--- src/rtl/program_loader.sv ---
// Instruction-memory loader: receives a length/payload/checksum byte stream,
// writes the payload to consecutive addresses and releases the CPU on a good checksum.
module program_loader #(
    parameter int unsigned ADDR_WIDTH     = 8,
    parameter int unsigned BASE_ADDR      = 0,
    parameter int unsigned TIMEOUT_CYCLES = 1024
) (
    input  logic                  clk,
    input  logic                  reset_n,
    input  logic                  start,
    input  logic                  in_valid,
    input  logic [7:0]            in_data,
    output logic                  in_ready,
    output logic                  mem_we,
    output logic [ADDR_WIDTH-1:0] mem_addr,
    output logic [7:0]            mem_wdata,
    output logic                  cpu_reset,
    output logic                  busy,
    output logic                  done,
    output logic                  error
);

    localparam int unsigned TW = $clog2(TIMEOUT_CYCLES + 1);

    typedef enum logic [2:0] {
        S_IDLE,
        S_LEN,
        S_DATA,
        S_CHECK,
        S_DONE,
        S_ERROR
    } state_t;

    state_t                state;
    state_t                next_state;
    logic [ADDR_WIDTH-1:0] addr;
    logic [8:0]            count;
    logic [7:0]            csum;
    logic [TW-1:0]         tcnt;
    logic                  accept;
    logic                  timeout;
    logic                  len_fire;
    logic                  wr_fire;
    logic                  stay_done;
    logic                  stay_error;

    always_comb begin
        busy = 1'b0;
        case (state)
            S_LEN, S_DATA, S_CHECK: busy = 1'b1;
            default:                busy = 1'b0;
        endcase
        in_ready = busy;
        accept   = in_valid & busy;
        timeout  = busy && (tcnt == TW'(TIMEOUT_CYCLES));

        next_state = state;
        case (state)
            S_IDLE: begin
                if (start) next_state = S_LEN;
            end
            S_LEN: begin
                if (timeout)     next_state = S_ERROR;
                else if (accept) next_state = S_DATA;
            end
            S_DATA: begin
                if (timeout)                       next_state = S_ERROR;
                else if (accept && count == 9'd1)  next_state = S_CHECK;
            end
            S_CHECK: begin
                if (timeout)     next_state = S_ERROR;
                else if (accept) next_state = (in_data == csum) ? S_DONE : S_ERROR;
            end
            S_DONE, S_ERROR: begin
                if (start) next_state = S_LEN;
            end
            default: next_state = S_IDLE;
        endcase

        len_fire   = (state == S_LEN)  && accept && !timeout;
        wr_fire    = (state == S_DATA) && accept && !timeout;
        // Status flags follow the state one cycle late, but drop on the restart edge itself.
        stay_done  = (state == S_DONE)  && (next_state == S_DONE);
        stay_error = (state == S_ERROR) && (next_state == S_ERROR);
    end

    always_ff @(posedge clk or negedge reset_n) begin
        if (!reset_n) begin
            state     <= S_IDLE;
            addr      <= '0;
            count     <= '0;
            csum      <= '0;
            tcnt      <= '0;
            mem_we    <= 1'b0;
            mem_addr  <= '0;
            mem_wdata <= '0;
            cpu_reset <= 1'b1;
            done      <= 1'b0;
            error     <= 1'b0;
        end else begin
            state <= next_state;

            if (busy && !accept && !timeout) tcnt <= tcnt + TW'(1);
            else                             tcnt <= '0;

            if (len_fire) begin
                count <= (in_data == 8'd0) ? 9'd256 : {1'b0, in_data};
                addr  <= ADDR_WIDTH'(BASE_ADDR);
                csum  <= '0;
            end else if (wr_fire) begin
                count <= count - 9'd1;
                addr  <= addr + ADDR_WIDTH'(1);
                csum  <= csum ^ in_data;
            end

            mem_we <= wr_fire;
            if (wr_fire) begin
                mem_addr  <= addr;
                mem_wdata <= in_data;
            end

            done      <= stay_done;
            error     <= stay_error;
            cpu_reset <= !stay_done;
        end
    end

endmodule
--- config.mk ---
export PLATFORM = sky130hd
export DESIGN_NAME = program_loader
export DESIGN_NICKNAME = d
export VERILOG_FILES = /design/src/rtl/program_loader.sv
export SDC_FILE = /design/constraint.sdc
export NUM_CORES = 1
export LEC_CHECK = 0
export ABC_AREA = 1
export ABC_CLOCK_PERIOD_IN_PS = 2200
export CAP_MARGIN = 0
export CORE_MARGIN = 2
export CORE_UTILIZATION = 57
export DETAILED_ROUTE_END_ITERATION = 6
export PLACE_DENSITY = 0.91
export REMOVE_ABC_BUFFERS = 1
export SLEW_MARGIN = 0
export SYNTH_ARGS = -nofsm -noshare
export SYNTH_HDL_FRONTEND = slang
export SYNTH_SLANG_ARGS = --single-unit
--- constraint.sdc ---
create_clock -name clk -period 2.2 [get_ports clk]
set_input_delay 0.22 -clock clk [delete_from_list [all_inputs] [get_ports clk]]
set_output_delay 0.22 -clock clk [all_outputs]
set_load 0.01 [all_outputs]
* Yosys cells after proc, flatten, opt, wreduce, memory -nomap -nowiden
Cells that the tools add are included.
** Operators by class
- $add $sub $neg :: 3
- Equal/unequal tests :: 10
- Multiplexer cells :: 18
- Bitwise operators :: 2
- Reductions and logical operators :: 18
** Operators with widths (number)
- 2-to-1 mux 8 bit :: 4
- 2-to-1 mux 9 bit :: 3
- 2-to-1 mux 3 bit :: 7
- == test 3 bit (second input constant) :: 4
- one-hot mux 3 bit (4 select lines) :: 1
- adder 11 x 1 -> 11 bit (second input constant) :: 1
- == test 11 bit (second input constant) :: 1
- 2-to-1 mux 11 bit :: 1
- logical AND 1 bit :: 10
- == test 9 x 1 -> 1 bit (second input constant) :: 1
- subtractor 9 x 1 -> 9 bit (second input constant) :: 1
- adder 8 x 1 -> 8 bit (second input constant) :: 1
- == test 8 bit :: 1
- zero test 8 bit :: 1
- bitwise XOR 8 bit :: 1
- == test 3 x 2 -> 1 bit (second input constant) :: 2
- OR reduction 3 bit :: 2
- == test 3 x 1 -> 1 bit (second input constant) :: 1
- zero test 1 bit :: 3
- zero test 3 bit :: 1
- 2-to-1 mux 1 bit :: 2
- nonzero test 2 bit :: 1
- AND 1 bit :: 1
** Storage, ports and cells
- Bits in registers :: 59
- Input port bits :: 12
- Output and inout bits :: 22
- Word-level logic and storage cells :: 62

* Logic depth before layout (Yosys ltp)
Gate-level depths: netlist of run 1.
- Word-level depth :: 11
- Mapped depth :: 12
- Mapped depth without buffers :: 12

* Worst setup path before layout of run 1
OpenSTA, ideal clock, no wires.
- Path type :: register to register
- From :: register tcnt[0]
- To :: register csum[0]
- Setup time :: 0.125 ns
- Data arrival time :: 1.394 ns
- Required time :: 2.075 ns
- Path slack :: 0.681 ns
- Cell stages (with the launch flop) :: 12
- Buffers on the path :: 2
- Period minus slack after synthesis :: 1.519 ns
- Path through :: dfrtp_1 inv_1 ha_1 nand2_1 inv_1 nand2_1 nor2_4 nand2_4 nand2_2 buf_6 buf_6 o21ai_1
** On the way
- Cells in the longest elaborated chain, start to end :: 5
- Elaborated cells on any way between the ends :: 7
** Ends and longest elaborated chain
- from (decl) :: RTL line 39 : logic [TW-1:0] tcnt;
- from (signal assigned) :: RTL line 103 : if (busy && !accept && !timeout) tcnt <= tcnt + TW'(1);
- == test 11 bit * :: RTL line 55 : timeout = busy && (tcnt == TW'(TIMEOUT_CYCLES));
- logical AND 1 bit * :: RTL line 55
- zero test 1 bit * :: RTL line 80, 81
- logical AND 1 bit (on tied branches) :: RTL line 80, 81
- 2-to-1 mux 8 bit or nonzero test 2 bit (tied branches)
- to (signal assigned) :: RTL line 113 : csum <= csum ^ in_data;
- to (decl) :: RTL line 38 : logic [7:0] csum;
Mark *: on every way between the ends. The rest lies on a longest branch, timed or not.
A chain may end at the register's enable or synchronous reset.

* Worst setup path after layout of run 1
- From :: register state[0]
- To :: output busy
** On the way
- Cells in the longest elaborated chain, start to end :: 3
- Elaborated cells on any way between the ends :: 5
** Ends and longest elaborated chain
- from (decl) :: RTL line 34 : state_t state;
- from (signal assigned) :: RTL line 101 : state <= next_state;
- == test 3 x 1 -> 1 bit or == test 3 x 2 -> 1 bit (tied branches) :: RTL line 49 : case (state)
- OR reduction 3 bit * :: RTL line 49
- 2-to-1 mux 1 bit * :: RTL line 49
- to (decl) :: RTL line 18 : output logic busy,
Marks and branches as above.

==> results.py, run 1 <==
metrics = {
    "status": {
        "status": "complete, no violations",
    },
    "clock_network": {
        "ctsRootBufferMaster": "clkbuf_8",
        "numCtsBuffers": 9,
        "cts.reportedPaths.clkPinSlew_ns": 0.07,
        "htree_levels": 3,
        "clockBufferDepth": 2,
        "clk_latency_ns": 0.35,
        "clock-sinks": 59,
        "tritoncts": "built",
        "postCtsSetupBuffers": 0,
    },
    "setup_path": {
        "critPathLaunchType": "flip-flop",
        "cp-end-kind": "output pin",
        "arrival_ns": 1.70,
        "crit_type": "flip-flop to output pin",
        "critPathRequiredTime_ns": 1.98,
        "cp_max_fo": 6,
    },
    "detailed_routing": {
        "dr.pass1.iters": 5,
        "vias_per_cell": 5.277,
        "drc": 0,
        "via_count": 2739,
        "drtAntennaViolNets": 0,
        "drt_wl_total_mm": 6.666,
        "wl_per_cell_um": 12.84,
        "drtIter0Drc": 258,
    },
    "run": {
        "maxCapViolations": 0,
    },
    "synthesis": {
        "ys_seq_area_share_pct": 47.09,
        "synth_edf_count": 0,
        "ys_ff_latch": 59,
        "yosys.area.top_type": "dfrtp_1",
        "yosysMostFrequentCell": "nand2_1",
        "synth.top_cells.by_count": "nand2_1, dfrtp_1, inv_1, nor2_1, nand3_1",
        "synth_top_area_share_pct": 46.25,
        "ys_types": 33,
        "synth_flop_cell": "dfrtp_1",
        "syn_inst": 400,
        "ys.warnings.count": 0,
        "syn_area_per_cell_um2": 7.845,
        "syn-cell-area_mm2": 0.003138,
        "synthTopCellsByArea": "dfrtp_1, nand2_1, inv_1",
        "synthArstFlopShare_pct": 100.0,
    },
    "placed_design": {
        "placed_cell_area_mm2": 0.003521,
        "io_buffers": 33,
        "place_congestion": 0.8581,
        "pre_cts_slack_ns": 0.4703,
        "dpl.cell_count": 502,
        "place_hpwl_mm": 4.636,
    },
    "sta": {
        "max_slew.worst_pin.slew_ns": 0.7495,
        "final.period_utilization_pct": 87.32,
        "clock_skew_ns": 0.01007,
        "slew_violations": 0,
        "period_minus_slack_ns": 1.921,
        "setup_ws_ns": 0.2790,
        "maxSlewHeadroom_pct": 50.03,
        "fmaxAchievable_mhz": 520.6,
        "hold_viol": 0,
        "finalSetupTns_ns": 0,
        "rsz0062_at_grt": "false",
        "finalSetupViolCount": 0,
    },
    "floorplan": {
        "rows": 27,
        "die_area_mm2": 0.006114,
        "initial_core_util_pct": 58.06,
        "core_area_mm2": 0.005405,
        "die_h_um": 78.20,
        "die_w_um": 78.20,
        "io_pins": 34,
    },
    "pwr": {
        "vdd_ir_drop_max_uv": 732.0,
        "power_density_mw_per_mm2": 1237,
        "p_leak_nw": 1.822,
        "total_power_w": 0.004624,
    },
    "final_layout": {
        "area_delta_synth_final_pct": 19.14,
        "nets": 459,
        "final_area_mm2": 0.003739,
        "n_antenna_cell": 0,
        "instances_no_fill": 519,
        "drive_gt1_share_pct": 9.843,
    },
    "global_routing": {
        "antenna_found_initial": 0,
        "grt_pass1_wl_mm": 11.44,
        "gr-total-overflow": 0,
        "gr-usage-all-layers_pct": 23.92,
        "grt_start_max_net_pins": 35,
        "grt_pass1_vias": 2622,
    },
    "min_path": {
        "hp-class": "input port to asynchronous set/reset pin",
    },
}
-- path summary, 6_finish.rpt --
kind                                   from  slack, ns     endpoint  cells after the start
worst max-delay path               state[0]       0.28         busy                      3
worst min-delay path                reset_n       0.48      tcnt[3]                      2
worst max register to register      tcnt[0]       0.47     count[1]                     11
worst min register to register  mem_addr[4]       0.48  mem_addr[4]                      2
max in group asynchronous           reset_n       1.04      csum[4]                      3
min in group clk                mem_addr[4]       0.48  mem_addr[4]                      2
-- power by group --
group / leakage (nW) / internal [W] / switching, W / total [W]
sequential: 0.778 / 0.00145 / 0.000276 / 0.00173
clock: 0.110 / 0.000629 / 0.000428 / 0.00106
combinational: 0.934 / 0.000775 / 0.00106 / 0.00184
-- kinds of logic after synthesis --
logic type               after synthesis  synth area share [%]
AND/OR/NAND/NOR                      217                 30.38
AO/OA/AOI/OAI                         42                 8.134
buffers and inverters                 65                 9.051
flip-flops                            59                 47.09
adder cells (fa/ha/maj)                5                 1.994
XOR/XNOR                              12                 3.350
-- sequential cells by signal, summed over array words and instances, names as in the netlist --
name / cells
mem_we: 1
state: 3
error: 1
addr: 8
csum: 8
mem_wdata: 8
count: 9
done: 1
cpu_reset: 1
mem_addr: 8
tcnt: 11
-- per-stage QoR --
step,hold slack (ns),util [%]
after CTS,0.4836,69.17
after detailed placement,0.3341,65.14
after global placement,0.3238,65.14
final,0.4788,69.17
after floorplan,-0.07559,-
after global routing,0.5028,69.17
-- metal layers --
layer  wire, um  global-route usage [%]
met1       2894                   30.08
met2       3300                   38.88
met3        303                   5.517
met4        168                   12.11
met5          0                       0
-- worst max-delay path: stages, from the launching register on --
cell,delay [ns]
dfrtp_1,0.48
nor2_2,0.10
nor2_4,0.19
clkdlybuf4s50_1,0.59
-- timing repair --
| item | CTS | global route |
|---|---|---|
| gates resized for setup | 0 | 0 |
| setup endpoints to repair | 0 | 0 |
| endpoints found under the hold margin | 31 | 0 |
| hold buffers | 1 | 0 |
-- placed cells by master, fill, tap and decap left out, drive strengths merged --
cell and instances:
nand2 124, dfrtp 58, inv 57, nor2 42, nand3 38, o21ai 34
clkdlybuf4s50 32, clkbuf 10, xor2 9, buf 6, nor3 5, ha 5
nand4 4, clkinv 4, a21oi 3, xnor2 3, o211ai 2, bufinv 2
and2 1, o21a 1, o21bai 1, nor3b 1, a31oi 1, nand3b 1
or2 1, dfstp 1, dlygate4sd3 1
-- final cells by class --
class | count | area (um^2)
fillers | 432 | 1667
clock inverters | 6 | 80.08
well taps | 72 | 90.09
flip-flops and latches | 59 | 1478
inverters | 57 | 214.0
repair buffers | 39 | 372.9
multi-input cells | 276 | 1376
clock buffers | 10 | 127.6
(Power assumes the default switching activity.)
==> run 2, diff against run 1 <==
--- a/config.mk
+++ b/config.mk
@@ -7,7 +7,7 @@
 export LEC_CHECK = 0
 export ABC_AREA = 1
 export ABC_CLOCK_PERIOD_IN_PS = 2200
-export CAP_MARGIN = 0
+export CAP_MARGIN = 15
 export CORE_MARGIN = 2
 export CORE_UTILIZATION = 57
 export DETAILED_ROUTE_END_ITERATION = 6
==> results of run 2 <==
The final DEF is identical to that of run 1; final timing and power are the same.
